[config.mk]
export PLATFORM = sky130hd
export DESIGN_NAME = tt_rebot449_alu_sequencer_flat
export DESIGN_NICKNAME = d
export VERILOG_FILES = /design/src/rtl/tt_rebot449_alu_sequencer_if.sv /design/src/rtl/tt_rebot449_alu_sequencer.sv /design/src/flat_wrapper.sv
export SDC_FILE = /design/constraint.sdc
export NUM_CORES = 1
export LEC_CHECK = 0
export ABC_CLOCK_PERIOD_IN_PS = 3300
export BUFFER_PORTS_ARGS = -buffer_cell sky130_fd_sc_hd__buf_2
export CORE_UTILIZATION = 53
export CTS_CLUSTER_DIAMETER = 100
export DETAILED_ROUTE_END_ITERATION = 10
export PLACE_DENSITY = 0.83
export SYNTH_ARGS = -nofsm -noshare
export SYNTH_HDL_FRONTEND = slang
export SYNTH_SLANG_ARGS = --single-unit
[constraint.sdc]
create_clock -name clk -period 3.3 [get_ports clk]
set_input_delay 0.165 -clock clk [delete_from_list [all_inputs] [get_ports clk]]
set_output_delay 0.165 -clock clk [all_outputs]
set_load 0.02 [all_outputs]
[src/rtl/tt_rebot449_alu_sequencer_if.sv]
// Byte-serial input, ALU drive/return and result handshake bundle for the ALU sequencer.
// slave = sequencer side, master = the environment driving bytes and consuming results.
interface tt_rebot449_alu_sequencer_if #(
  parameter int DATA_W = 8
);
  logic [DATA_W-1:0] in_data;
  logic              in_valid;
  logic              in_ready;
  logic [7:0]        alu_instr;
  logic [DATA_W-1:0] alu_a;
  logic [DATA_W-1:0] alu_b;
  logic [DATA_W-1:0] alu_result;
  logic [DATA_W-1:0] result;
  logic              result_valid;
  logic              result_ready;
  logic              illegal;
  logic              timeout;
  logic              busy;

  modport slave (
    input  in_data, in_valid, alu_result, result_ready,
    output in_ready, alu_instr, alu_a, alu_b, result, result_valid, illegal, timeout, busy
  );

  modport master (
    output in_data, in_valid, alu_result, result_ready,
    input  in_ready, alu_instr, alu_a, alu_b, result, result_valid, illegal, timeout, busy
  );
endinterface

[src/rtl/tt_rebot449_alu_sequencer.sv]
// Collects instr/A/B bytes, drives the ALU, holds its result until consumed; result valid 1 edge after B,
// input stalls while a result is pending. Define ALU_SEQ_CHAIN_EN for accumulator chaining on instr bit 7.
module tt_rebot449_alu_sequencer #(
  parameter int DATA_W  = 8,
  parameter int TIMEOUT = 16
) (
  input  logic                         clk,
  input  logic                         rst_n,
  tt_rebot449_alu_sequencer_if.slave   bus
);

  localparam int CNT_W = (TIMEOUT < 2) ? 1 : $clog2(TIMEOUT + 1);
  localparam logic [CNT_W-1:0] CNT_MAX = '1;
  localparam logic [CNT_W-1:0] TO_LAST = CNT_W'((TIMEOUT > 0) ? TIMEOUT - 1 : 0);

  typedef enum logic [2:0] {IDLE, GET_A, GET_B, EXEC, DONE} state_t;

  state_t            state;
  logic [7:0]        instr;
  logic [DATA_W-1:0] a_q;
  logic [DATA_W-1:0] b_q;
  logic [DATA_W-1:0] result_q;
  logic              illegal_q;
  logic              timeout_q;
  logic [CNT_W-1:0]  cnt;

  logic accepting;
  logic xfer;
  logic to_hit;

  assign accepting = (state == IDLE) || (state == GET_A) || (state == GET_B);
  assign xfer      = bus.in_valid && accepting;
  // Abort on the cycle whose idle tick would bring the counter to TIMEOUT.
  assign to_hit    = (TIMEOUT != 0) && (cnt == TO_LAST);

  always_ff @(posedge clk) begin
    if (!rst_n) begin
      state     <= IDLE;
      instr     <= '0;
      a_q       <= '0;
      b_q       <= '0;
      result_q  <= '0;
      illegal_q <= 1'b0;
      timeout_q <= 1'b0;
      cnt       <= '0;
    end else begin
      timeout_q <= 1'b0;
      case (state)
        IDLE: begin
          if (xfer) begin
            instr <= bus.in_data[7:0];
            cnt   <= '0;
`ifdef ALU_SEQ_CHAIN_EN
            if (bus.in_data[7]) begin
              a_q   <= result_q;
              state <= GET_B;
            end else begin
              state <= GET_A;
            end
`else
            state <= GET_A;
`endif
          end
        end
        GET_A, GET_B: begin
          if (xfer) begin
            cnt <= '0;
            if (state == GET_A) begin
              a_q   <= bus.in_data;
              state <= GET_B;
            end else begin
              b_q   <= bus.in_data;
              state <= EXEC;
            end
          end else if (to_hit) begin
            cnt       <= '0;
            timeout_q <= 1'b1;
            state     <= IDLE;
          end else if (cnt != CNT_MAX) begin
            cnt <= cnt + 1'b1;
          end
        end
        EXEC: begin
          result_q  <= bus.alu_result;
          illegal_q <= (instr[2:0] >= 3'b110);
          state     <= DONE;
        end
        DONE: begin
          if (bus.result_ready) state <= IDLE;
        end
        default: state <= IDLE;
      endcase
    end
  end

  assign bus.in_ready     = rst_n && accepting;
  assign bus.result_valid = rst_n && (state == DONE);
  assign bus.alu_instr    = instr;
  assign bus.alu_a        = a_q;
  assign bus.alu_b        = b_q;
  assign bus.result       = result_q;
  assign bus.illegal      = illegal_q;
  assign bus.timeout      = timeout_q;
  assign bus.busy         = (state != IDLE);

endmodule

[src/flat_wrapper.sv]
// flat-port wrapper written by rule: the top's interface ports become plain ports
module tt_rebot449_alu_sequencer_flat 
#(
  parameter int DATA_W  = 8,
  parameter int TIMEOUT = 16
)
  (clk, rst_n, bus_in_data, bus_in_valid, bus_alu_result, bus_result_ready, bus_in_ready, bus_alu_instr, bus_alu_a, bus_alu_b, bus_result, bus_result_valid, bus_illegal, bus_timeout, bus_busy);
  tt_rebot449_alu_sequencer_if #(.DATA_W(DATA_W)) bus_i ();
  input  logic clk;
  input  logic rst_n;
  input wire logic [$bits(bus_i.in_data)-1:0] bus_in_data;
  input wire logic [$bits(bus_i.in_valid)-1:0] bus_in_valid;
  input wire logic [$bits(bus_i.alu_result)-1:0] bus_alu_result;
  input wire logic [$bits(bus_i.result_ready)-1:0] bus_result_ready;
  output wire logic [$bits(bus_i.in_ready)-1:0] bus_in_ready;
  output wire logic [$bits(bus_i.alu_instr)-1:0] bus_alu_instr;
  output wire logic [$bits(bus_i.alu_a)-1:0] bus_alu_a;
  output wire logic [$bits(bus_i.alu_b)-1:0] bus_alu_b;
  output wire logic [$bits(bus_i.result)-1:0] bus_result;
  output wire logic [$bits(bus_i.result_valid)-1:0] bus_result_valid;
  output wire logic [$bits(bus_i.illegal)-1:0] bus_illegal;
  output wire logic [$bits(bus_i.timeout)-1:0] bus_timeout;
  output wire logic [$bits(bus_i.busy)-1:0] bus_busy;
  assign bus_i.in_data = bus_in_data;
  assign bus_i.in_valid = bus_in_valid;
  assign bus_i.alu_result = bus_alu_result;
  assign bus_i.result_ready = bus_result_ready;
  assign bus_in_ready = bus_i.in_ready;
  assign bus_alu_instr = bus_i.alu_instr;
  assign bus_alu_a = bus_i.alu_a;
  assign bus_alu_b = bus_i.alu_b;
  assign bus_result = bus_i.result;
  assign bus_result_valid = bus_i.result_valid;
  assign bus_illegal = bus_i.illegal;
  assign bus_timeout = bus_i.timeout;
  assign bus_busy = bus_i.busy;
  tt_rebot449_alu_sequencer #(.DATA_W(DATA_W), .TIMEOUT(TIMEOUT)) u_core (.clk(clk), .rst_n(rst_n), .bus(bus_i));
endmodule
Word-level counts from Yosys, hierarchy flattened:

Index checks and enable logic that the tools add are counted.

* bits in registers: 42
* input port bits: 20
* output and inout bits: 37
* logic and storage cells: 50

* add/subtract/negate cells: 1
* order comparisons: 1
* equal/unequal tests: 10
* mux-type cells: 12
* bitwise logic cells: 3
* reduce and logical (&&, ||, !) cells: 15

Operators with widths (number)
* $mux 5: 4
* $mux 3: 4
* $pmux 3 s4: 1
* $reduce_and 3->1: 4
* $pmux 5 s2: 1
* $eq 3x2->1 const B: 2
* $add 5x1->5 const B: 1
* $eq 5x4->1 const B: 1
* $ne 5x5->1 const B: 1
* $ne 4x1->1 const B: 1
* $eq 3x1->1 const B: 1
* $eq 3x3->1 const B: 1
* $ge 3x3->1 const B: 1
* $logic_and 1x1->1: 3
* $logic_not 3->1: 1
* $ne 3x1->1 const B: 1
* $not 1->1: 3
* $reduce_bool 3->1: 1
* $reduce_or 3->1: 1
* $logic_or 1x1->1: 2
* $mux 1: 2
* $ne 2x1->1 const B: 1
* $ne 2x2->1 const B: 1
* $reduce_and 2->1: 1
* 2 further kinds: 2

Logic depth before layout (Yosys ltp):

Gate-level depths: netlist of the first run.

* depth after elaboration: 6
* mapped depth: 6
* mapped depth without buffers: 5

Least setup slack after synthesis of the first run:

OpenSTA, ideal clock, no wires.

* path kind: reg2reg
* from: register u_core.cnt[0]
* to: register u_core.cnt[1]
* setup time: 70 ps
* data arrival time: 1151 ps
* data required time: 3230 ps
* slack: 2079 ps
* stages on the path, launching flop included: 6
* buffers on the path: 0
* period minus slack after synthesis: 1221 ps
* path through: dfxtp_1 > ha_1 > nand4_1 > nor4_2 > o21ai_1 > a21boi_1

* word-level cells in the longest chain between the ends: 5
* elaborated cells on any way between the ends: 9
* classes of those cells: add/sub: 1; eq/ne: 3; mux: 4; reduce/logical: 1

RTL lines
* start: declaration: RTL line tt_rebot449_alu_sequencer.sv:25 `logic [CNT_W-1:0] cnt;`
* start signal: assignment: RTL line tt_rebot449_alu_sequencer.sv:80 `cnt <= cnt + 1'b1;`
* $add 5x1->5: RTL line tt_rebot449_alu_sequencer.sv:80
* $mux 5: RTL line tt_rebot449_alu_sequencer.sv:79 `end else if (cnt != CNT_MAX) begin`
* $mux 5: RTL line tt_rebot449_alu_sequencer.sv:75 `end else if (to_hit) begin`
* $mux 5: RTL line tt_rebot449_alu_sequencer.sv:66 `if (xfer) begin`
* $pmux 5 s2: RTL line tt_rebot449_alu_sequencer.sv:48 `case (state)`

Several ways; a longest one is shown, not always the timed one. The select of a mux whose other input is x is not followed.
A chain may end at the register's enable or synchronous reset.

Final worst setup path of the first run:

* from: register u_core.state[2]
* to: output port bus_busy

* word-level cells in the longest chain between the ends: 1

RTL lines
* start: declaration: RTL line tt_rebot449_alu_sequencer.sv:18 `state_t state;`
* start signal: assignment: RTL line tt_rebot449_alu_sequencer.sv:38 `state <= IDLE;`
* start signal: assignment: RTL line tt_rebot449_alu_sequencer.sv:61 `state <= GET_A;`
* start signal: assignment: RTL line tt_rebot449_alu_sequencer.sv:70 `state <= GET_B;`
* $reduce_bool 3->1: RTL line tt_rebot449_alu_sequencer.sv:104 `assign bus.busy = (state != IDLE);`
* end: declaration: RTL line flat_wrapper.sv:23 `output wire logic [$bits(bus_i.busy)-1:0] bus_busy;`

Every way passes these cells.

==> results of run 1 <==
==> sequential cells by signal, summed over array words and instances, names as in the netlist <==
name and count:
u_core.bus.alu_a 8, u_core.bus.alu_b 8, u_core.bus.alu_instr 8, u_core.bus.illegal 1, u_core.bus.result 8, u_core.bus.timeout 1, u_core.cnt 5, u_core.state 3
==> through the flow <==
stage / instances / power (µW) / hold slack (ps) / worst slack [ps]
after floorplan: 205 / 623 / 300 / 2080
after global placement: 294 / 656 / 421 / 1900
after detailed placement: 294 / 659 / 426 / 1840
after CTS: 302 / 918 / 44.7 / 1690
after global routing: 302 / 947 / 48.2 / 1640
final: 302 / 904 / 67.0 / 1690
==> cells in the final DEF, fill, tap and decap left out, drive strengths merged, types with 3 or more instances in the layout <==
master,synthesis,final
a21boi,36,36
a21oi,6,6
and2,3,3
and3,3,3
buf,7,56
clkbuf,4,7
dfxtp,42,42
nand2,73,73
nand3,5,5
==> layer usage <==
metal	vias up	wire length, µm	global-route usage	share of wire
met1	693	1720	0.272	0.47
met3	8	209	0.0655	0.058
li1	794	-	-	-
met2	44	1630	0.382	0.45
met5	-	0	0	0
met4	0	72	0.0997	0.020
==> logic make-up (layout without fill, tap and decap cells) <==
group                    count (synthesis)  after routing  share of synthesized area
AND/OR/NAND/NOR                        100            100                      0.270
buffers and inverters                   12             65                     0.0399
adder cells (fa/ha/maj)                  1              1                    0.00713
AO/OA/AOI/OAI                           49             49                      0.198
flip-flops                              42             42                      0.479
XOR/XNOR                                 1              1                    0.00499
==> critical path, stage by stage, from the launching register on <==
cell and delay, ps:
dfxtp_1 420, or3_2 520, buf_2 170
==> worst paths after layout <==
| check | from | to | slack [ps] |
|---|---|---|---|
| worst max register to register | u_core.state[0] | u_core.bus.illegal | 1860 |
| worst min register to register | u_core.bus.alu_b[4] | u_core.bus.alu_b[4] | 460 |
| worst max-delay path | u_core.state[2] | bus_busy | 1690 |
| worst min-delay path | bus_alu_result[3] | u_core.bus.result[3] | 70 |
==> layout make-up <==
type,count,area share
inverter,1,0.00180
multi-input combinational,151,0.405
timing repair buffer,56,0.135
sequential,42,0.404
clock inverter,1,0.00240
clock buffer,7,0.0264
tap,44,0.0264
==> power by group <==
part           switching (µW)  internal (µW)  total (µW)  leakage [µW]
Combinational            69.3           43.0         112      0.000507
Sequential               12.0            523         535      0.000341
Clock                     154            103         257     0.0000353
==> metrics.txt, run 1 <==
status finished, final reports clean; remaining antenna violation count 0; Placer Congestion 0.790; TritonRoute pass-1 iters 4; fin. max-slew vios 0; most frequent cell after synthesis nand2_1; Net count, final 278; WL/cell 12.0 µm; Die X 59.5 µm; Cells after Synth 205; final hold violations 0; global-route wire length before repair 6.03 mm; Yosys top cell area share 0.479; Post-synth EDFFs 0; initial DRC count 68; final period utilization 0.488; worst r2r path cells 4; clock root cell clkbuf_4; vias 1,539; Via density 5.10; Least-Margin Pin Slew 575 ps; Setup Skew 13.1 ps; ys flop type dfxtp_1; initial antenna violation count 0; Setup crit end kind output port; Worst Hold Depth 3; Core Util, Final 0.671; cts hold-fix bufs 0; ys async rst share 0; CTS buffer count 5; share of the yosys chip area belonging to registers 0.479; most area-consuming cells after synthesis dfxtp_1, nand2_1, a21boi_0; register area 841 µm²; hold crit path type in -> reg; Tmin final 1610 ps; core area 0.00310 mm²; crit path max fanout 9; final count of negative-setup-slack endpoints 0; Rows 20; RSZ-0062 raised after global routing false; synthesized area 0.00175 mm²; worst endpoint required time 3130 ps; syn_area_per_cell 8.56 µm²; Total Routing Usage GR 0.228; Startpoint Class flop; Synth top cells by count nand2_1, dfxtp_1, a21boi_0; area growth from synthesis to final layout 18.8%; post-CTS resize count 0; Final HPWL DP 2.65 mm; port buffer count 56; area post-placement 0.00202 mm²; number of distinct library cells after synthesis 36; syn nets 226; Fillers 298; io pins 57; CTS tree done; clk sinks 42; final instance area 0.00208 mm²; worst path arrival time 1440 ps; Clk pin slew, worst setup/hold paths 110 ps; drt drc 0; fmax 622 MHz; Fin Setup TNS 0 ps; flops & latches, synth 42; cell taking the most area after synthesis dfxtp_1; worst skew pair latency 340 ps; GRT Residual Overflow 0; number of global-route vias before repair 1,394; maximum root-to-sink buffer count 2; antenna cell count 0; Ys Warns 0; WL final 3.63 mm; die area 0.00354 mm²; Worst slew margin 0.617; crit path kind reg -> out; pin count of the biggest net entering global routing 43; chip height 59.5 µm; Peak VDD IR 0.309 mV; Initial Util 0.565; layout cells sized above 1 0.275; Setup Fix Bufs, Post-CTS 0; area taken by multi-input logic gates 843 µm²; max-cap violation count 0; leakage power total 0.000883 µW; PwrDens 434 mW/mm²; H-Tree Depth 2
Power figures use the tool's default switching activity.
==> inputs of run 2 (changes only) <==
--- a/config.mk
+++ b/config.mk
@@ -5,12 +5,13 @@
 export SDC_FILE = /design/constraint.sdc
 export NUM_CORES = 1
 export LEC_CHECK = 0
-export ABC_CLOCK_PERIOD_IN_PS = 3300
+export ABC_AREA = 1
+export ABC_CLOCK_PERIOD_IN_PS = 1300
 export BUFFER_PORTS_ARGS = -buffer_cell sky130_fd_sc_hd__buf_2
-export CORE_UTILIZATION = 53
+export CORE_UTILIZATION = 45
 export CTS_CLUSTER_DIAMETER = 100
 export DETAILED_ROUTE_END_ITERATION = 10
-export PLACE_DENSITY = 0.83
+export PLACE_DENSITY = 0.75
 export SYNTH_ARGS = -nofsm -noshare
 export SYNTH_HDL_FRONTEND = slang
 export SYNTH_SLANG_ARGS = --single-unit
==> constraint.sdc (replaced) <==
create_clock -name clk -period 1.3 [get_ports clk]
set_input_delay 0.065 -clock clk [delete_from_list [all_inputs] [get_ports clk]]
set_output_delay 0.065 -clock clk [all_outputs]
set_load 0.02 [all_outputs]
==> run 2 against run 1 <==
Compared with the run above: cell area up 11%; count of clock-buffer cells in the layout decreased by 2; critical path depth grew 1; combinational power rose to 12 times the previous value; first-iteration DRC count fell by 34%; clock power rose to 3.1 times the previous value; sequential cell count stayed put; clock skew shrank 4.5 ps; via count grew 8.7%; global-route usage down 1.3 points; setup slack got worse by 1600 ps.
==> metrics.txt, run 2 <==
status finished, final reports clean (unchanged); Startpoint Class flop (unchanged); cell taking the most area after synthesis dfxtp_1 (unchanged); Final HPWL DP 2.84 mm (was 2.65 mm); Die X 64.4 µm (was 59.5 µm); max-cap violation count 0 (unchanged); Placer Congestion 0.798 (was 0.790); Ys Warns 0 (unchanged); remaining antenna violation count 0 (unchanged); syn nets 244 (was 226); layout cells sized above 1 0.336 (was 0.275); slowest cell delay on critical path 370 ps (was 520 ps); crit path kind reg -> out (unchanged); core area 0.00369 mm² (was 0.00310 mm²); min-delay src bus_alu_result[3] (unchanged); Rows 22 (was 20); final period utilization 0.953; Via density 4.88 (was 5.10); critical path's slowest cell dfxtp_2 (was or3_2); share of the yosys chip area belonging to registers 0.480 (was 0.479); die area 0.00414 mm² (was 0.00354 mm²); H-Tree Depth 2 (unchanged); family with the most delay on the worst path flip-flops (was simple AND/OR/NAND/NOR gates); crit path launch u_core.state[2] (unchanged); syn_area_per_cell 7.85 µm² (was 8.56 µm²); flops & latches, synth 42 (unchanged); worst endpoint required time 1240 ps (was 3130 ps); port buffer count 56 (unchanged); Initial Util 0.475 (was 0.565); Net count, final 316 (was 278); fin. max-slew vios 0 (unchanged); commonest non-fill, non-tap cell in the layout buf_2 (was nand2_1); Setup crit end kind output port (unchanged); WL/cell 12.0 µm (about the same); Worst slew margin 0.820 (was 0.617); ys async rst share 0 (unchanged); ys flop type dfxtp_1 (unchanged); most frequent cells in the layout buf_2, nor2_1, dfxtp_1, o21ai_0, nand2_1 (was nand2_1, buf_2, dfxtp_1, a21boi_0, a21boi_1); chip height 64.4 µm (was 59.5 µm); number of distinct library cells after synthesis 24 (was 36); hold crit path type in -> reg (unchanged); Least-Margin Pin Slew 269 ps (was 575 ps); Synth top cells by count nor2_1, dfxtp_1, o21ai_0 (was nand2_1, dfxtp_1, a21boi_0); Peak VDD IR 0.823 mV (was 0.309 mV); clk sinks 42 (unchanged); initial DRC count 45 (was 68); Setup Skew 8.55 ps (was 13.1 ps); WL final 4.11 mm (was 3.63 mm); worst hold slack 11.2 ps (was 67.0 ps); global-route wire length before repair 6.91 mm (was 6.03 mm); Tmin final 1240 ps; CTS buffer count 5 (unchanged); Clk pin slew, worst setup/hold paths 70 ps (was 110 ps); fmax 807 MHz; Setup Fix Bufs, Post-CTS 0 (unchanged); maximum root-to-sink buffer count 2 (unchanged); io pins 57 (unchanged); vias 1,673 (was 1,539); final hold violations 0 (unchanged); Total Routing Usage GR 0.215 (was 0.228); synthesized area 0.00175 mm² (about the same); antenna cell count 0 (unchanged); Cells after Synth 223 (was 205); crit path max fanout 4 (was 9); number of global-route vias before repair 1,579 (was 1,394); most frequent cell after synthesis nor2_1 (was nand2_1); CTS tree done (unchanged); worst path cell trace inv_2, nor4_4, buf_4 (was or3_2, buf_2); clock root cell clkbuf_8 (was clkbuf_4); final count of negative-setup-slack endpoints 0 (unchanged); initial antenna violation count 0 (unchanged); Core Util, Final 0.627 (was 0.671); drt drc 0 (unchanged); Post-synth EDFFs 0 (unchanged); worst path arrival time 1170 ps (was 1440 ps); CP bufs+invs 2 (was 1); worst skew pair latency 300 ps (was 340 ps); reg-to-reg startpoint u_core.cnt[0] (was u_core.state[0]); pin count of the biggest net entering global routing 19 (was 43); leakage power total 0.00109 µW (was 0.000883 µW); area growth from synthesis to final layout 32.2% (was 18.8%); GRT Residual Overflow 0 (unchanged); PwrDens 1620 mW/mm² (was 434 mW/mm²); TritonRoute pass-1 iters 4 (unchanged); Yosys top cell area share 0.480 (was 0.479); most area-consuming cells after synthesis dfxtp_1, nor2_1, o21ai_0 (was dfxtp_1, nand2_1, a21boi_0)
## run 2: cells by family after synthesis
logic type / synth area share
flops: 0.480
xor+xnor: 0.00500
buf+inv: 0.0679
compound gates: 0.129
simple gates: 0.311
fa+ha+maj: 0.00715
## run 2: metal layers
layer,global-route usage,vias to the layer above,share of wire
met1,0.260,758,0.46
met5,0,-,0
met4,0.0833,0,0.015
met2,0.354,38,0.48
li1,-,871,-
met3,0.0679,6,0.047
## run 2: area by class of cell
class                   instances  area (µm²)
clock inverters                 2        10.0
clock buffers                   5        68.8
flip-flops and latches         42         847
repair buffers                 71         413
fillers                       352        1380
well taps                      48        60.1
inverters                      23        88.8
multi-input cells             152         826
## run 2: worst min-delay path, cell delays in order
cell and delay, ps:
buf_2 80, nor2_1 40, nor2_1 90
## run 2: metrics by stage
step	cells	area, µm²	power, µW	setup TNS, ps	setup slack [ps]
2_1_floorplan	223	1750	2530	0	27.4
5_1_grt	343	2310	3980	-9.97	-9.97
4_1_cts	343	2270	3730	0	4.93
6_report	343	2310	3740	0	61.4
3_5_place_dp	329	2120	2920	0	14.2
3_3_place_gp	329	2120	2900	0	75.5
## run 2: repair_timing
| item | in CTS | in global routing |
|---|---|---|
| pin swaps | 0 | 2 |
| endpoints found under the setup margin | 1 | 9 |
| resized for setup | 1 | 11 |
| hold endpoints to repair | 7 | 0 |
| hold buffers | 7 | 0 |
## run 2: final timing paths
check / end / slack (ps) / cells after the start
hold reg to reg: u_core.bus.alu_b[6] / 440 / 2
setup reg to reg: u_core.cnt[3] / 100 / 8
setup / recovery: bus_result_valid / 60 / 3
hold / removal: u_core.bus.result[3] / 10 / 3
## run 2: power by group
group	internal (µW)	leakage [µW]	switching [µW]	total (µW)
clock network	360	0.0000438	427	787
registers	1480	0.000344	156	1640
logic	460	0.000706	853	1310
==> inputs of run 3 (changes only) <==
--- a/config.mk
+++ b/config.mk
@@ -6,12 +6,12 @@
 export NUM_CORES = 1
 export LEC_CHECK = 0
 export ABC_AREA = 1
-export ABC_CLOCK_PERIOD_IN_PS = 1300
+export ABC_CLOCK_PERIOD_IN_PS = 1440
 export BUFFER_PORTS_ARGS = -buffer_cell sky130_fd_sc_hd__buf_2
-export CORE_UTILIZATION = 45
+export CORE_UTILIZATION = 53
 export CTS_CLUSTER_DIAMETER = 100
 export DETAILED_ROUTE_END_ITERATION = 10
-export PLACE_DENSITY = 0.75
+export PLACE_DENSITY = 0.83
 export SYNTH_ARGS = -nofsm -noshare
 export SYNTH_HDL_FRONTEND = slang
 export SYNTH_SLANG_ARGS = --single-unit
==> constraint.sdc (replaced) <==
create_clock -name clk -period 1.44 [get_ports clk]
set_input_delay 0.072 -clock clk [delete_from_list [all_inputs] [get_ports clk]]
set_output_delay 0.072 -clock clk [all_outputs]
set_load 0.02 [all_outputs]
==> run 3 against run 2 <==
Compared with the run above: sequential share of layout area grew 0.059 points; clock skew fell by 2.3 ps; total power shrank 12%; critical path type unchanged; via count rose by 4.0%; the flow now finishes with violations (hold timing); sequential cell count stayed put.
==> metrics.txt, run 3 (synthesis results as in run 2) <==
fmax 717 MHz; Fillers 260 (was 352); Placed Cells incl. Taps 320 (was 329); slowest cell delay on critical path 400 ps (was 370 ps); min-delay src bus_in_data[2] (was bus_alu_result[3]); failing checks hold timing; worst skew pair latency 350 ps (was 300 ps); Setup Fix Bufs, Post-CTS 0 (unchanged); status finished, violations left (was finished, final reports clean); clock root cell clkbuf_4 (was clkbuf_8); most frequent cells in the layout buf_2, nor2_1, dfxtp_1, o21ai_0, nand2_1 (unchanged); Peak VDD IR 0.834 mV (was 0.823 mV); WL final 4.32 mm (was 4.11 mm); Hold EP u_core.bus.alu_a[2] (was u_core.bus.result[3]); max-cap violation count 0 (unchanged); leakage power total 0.00109 µW (about the same); vias 1,740 (was 1,673); Startpoint Class flop (unchanged); number of global-route vias before repair 1,563 (was 1,579); R2R Path End u_core.state[0] (was u_core.cnt[3]); Total Routing Usage GR 0.267 (was 0.215); WL/cell 12.6 µm (was 12.0 µm); Initial Util 0.564 (was 0.475); antenna cell count 0 (unchanged); Clk pin slew, worst setup/hold paths 120 ps (was 70 ps); hold crit path type in -> reg (unchanged); H-Tree Depth 2 (unchanged); chip height 59.5 µm (was 64.4 µm); area growth from synthesis to final layout 32.0% (was 32.2%); worst path arrival time 1320 ps (was 1170 ps); initial DRC count 98 (was 45); Via density 5.07 (was 4.88); Setup crit end kind output port (unchanged); PwrDens 1420 mW/mm² (was 1620 mW/mm²); Worst Hold Depth 3 (unchanged); CTS buffer count 5 (unchanged); remaining antenna violation count 0 (unchanged); Least-Margin Pin Slew 315 ps (was 269 ps); clk sinks 42 (unchanged); Die X 59.5 µm (was 64.4 µm); crit path max fanout 4 (unchanged); CTS tree done (unchanged); global-route wire length before repair 6.98 mm (was 6.91 mm); initial antenna violation count 0 (unchanged); TritonRoute pass-1 iters 4 (unchanged); commonest non-fill, non-tap cell in the layout buf_2 (unchanged); Placer Congestion 0.889 (was 0.798); crit path kind reg -> out (unchanged); pin count of the biggest net entering global routing 21 (was 19); Final HPWL DP 2.80 mm (was 2.84 mm); port buffer count 56 (unchanged); layout cells sized above 1 0.304 (was 0.336); io pins 57 (unchanged); Tmin final 1400 ps; Setup Skew 6.22 ps (was 8.55 ps); Rows 20 (was 22); die area 0.00354 mm² (was 0.00414 mm²); worst r2r path cells 7 (was 8); R2R Setup Slk 140 ps (was 100 ps); GRT Residual Overflow 0 (unchanged); core area 0.00310 mm² (was 0.00369 mm²); final period utilization 0.969; maximum root-to-sink buffer count 2 (unchanged); worst path cell trace inv_2, nor4_2, buf_4 (was inv_2, nor4_4, buf_4); reg-to-reg startpoint u_core.cnt[0] (unchanged); worst hold slack -4.52 ps (was 11.2 ps); final hold violations 1 (was 0); fin. max-slew vios 0 (unchanged); Net count, final 319 (was 316); Worst slew margin 0.790 (was 0.820); drt drc 0 (unchanged); final count of negative-setup-slack endpoints 0 (unchanged); critical path's slowest cell dfxtp_4 (was dfxtp_2); final std cells w/o fill 343 (unchanged); worst endpoint required time 1370 ps (was 1240 ps)
[run 3: what timing repair did]
action,in CTS,in global routing
hold buffers,15,0
endpoints found under the hold margin,17,0
endpoints found under the setup margin,1,4
resized for setup,1,6
[run 3: metal layers]
metal  share of wire  up-vias  track usage
li1                -      877            -
met1            0.43      783        0.347
met2            0.48       72        0.422
met3           0.071        8       0.0742
met4           0.014        0       0.0952
met5               0        -            0
[run 3: cell type report]
type	instances	area, µm²	share of cell area
Tap cell	44	55.1	0.0238
Clock inverter	1	8.76	0.00379
Sequential cell	42	847	0.367
Timing Repair Buffer	74	455	0.197
Inverter	23	88.8	0.0385
Multi-Input combinational cell	152	800	0.346
Clock buffer	7	55.1	0.0238
[run 3: metrics by stage]
step	util	worst slack (ps)	power [µW]	cell area [µm²]	setup TNS, ps
after CTS	0.739	20.2	3260	2290	0
after global placement	0.670	191	2580	2080	0
final	0.744	44.8	3280	2310	0
after detailed placement	0.670	150	2600	2080	0
after floorplan	-	160	2290	1750	0
after global routing	0.744	-33.6	3480	2310	-33.6
[run 3: critical path, delay by kind of cell, from the launching register on]
kind	cells	cell delay, ps
DFF	1	400
and+or+nand+nor	1	290
buffers and inverters	2	280
[run 3: how the worst max path moves through the flow]
stage / startpoint / end / slack (ps) / depth (start not counted)
floorplan: u_core.state[2] / bus_result_valid / 160 / 2
global placement: u_core.cnt[0] / u_core.cnt[2] / 190 / 8
detailed placement: u_core.cnt[0] / u_core.cnt[3] / 150 / 8
CTS: u_core.state[2] / bus_result_valid / 20 / 3
global route: u_core.state[2] / bus_result_valid / -30 / 3
finish: u_core.state[2] / bus_result_valid / 40 / 3
[run 3: where the power goes]
group | total (µW) | internal, µW | switching, µW | leakage [µW]
Combinational | 1170 | 396 | 775 | 0.000714
Clock | 637 | 246 | 391 | 0.0000359
Sequential | 1470 | 1340 | 136 | 0.000343
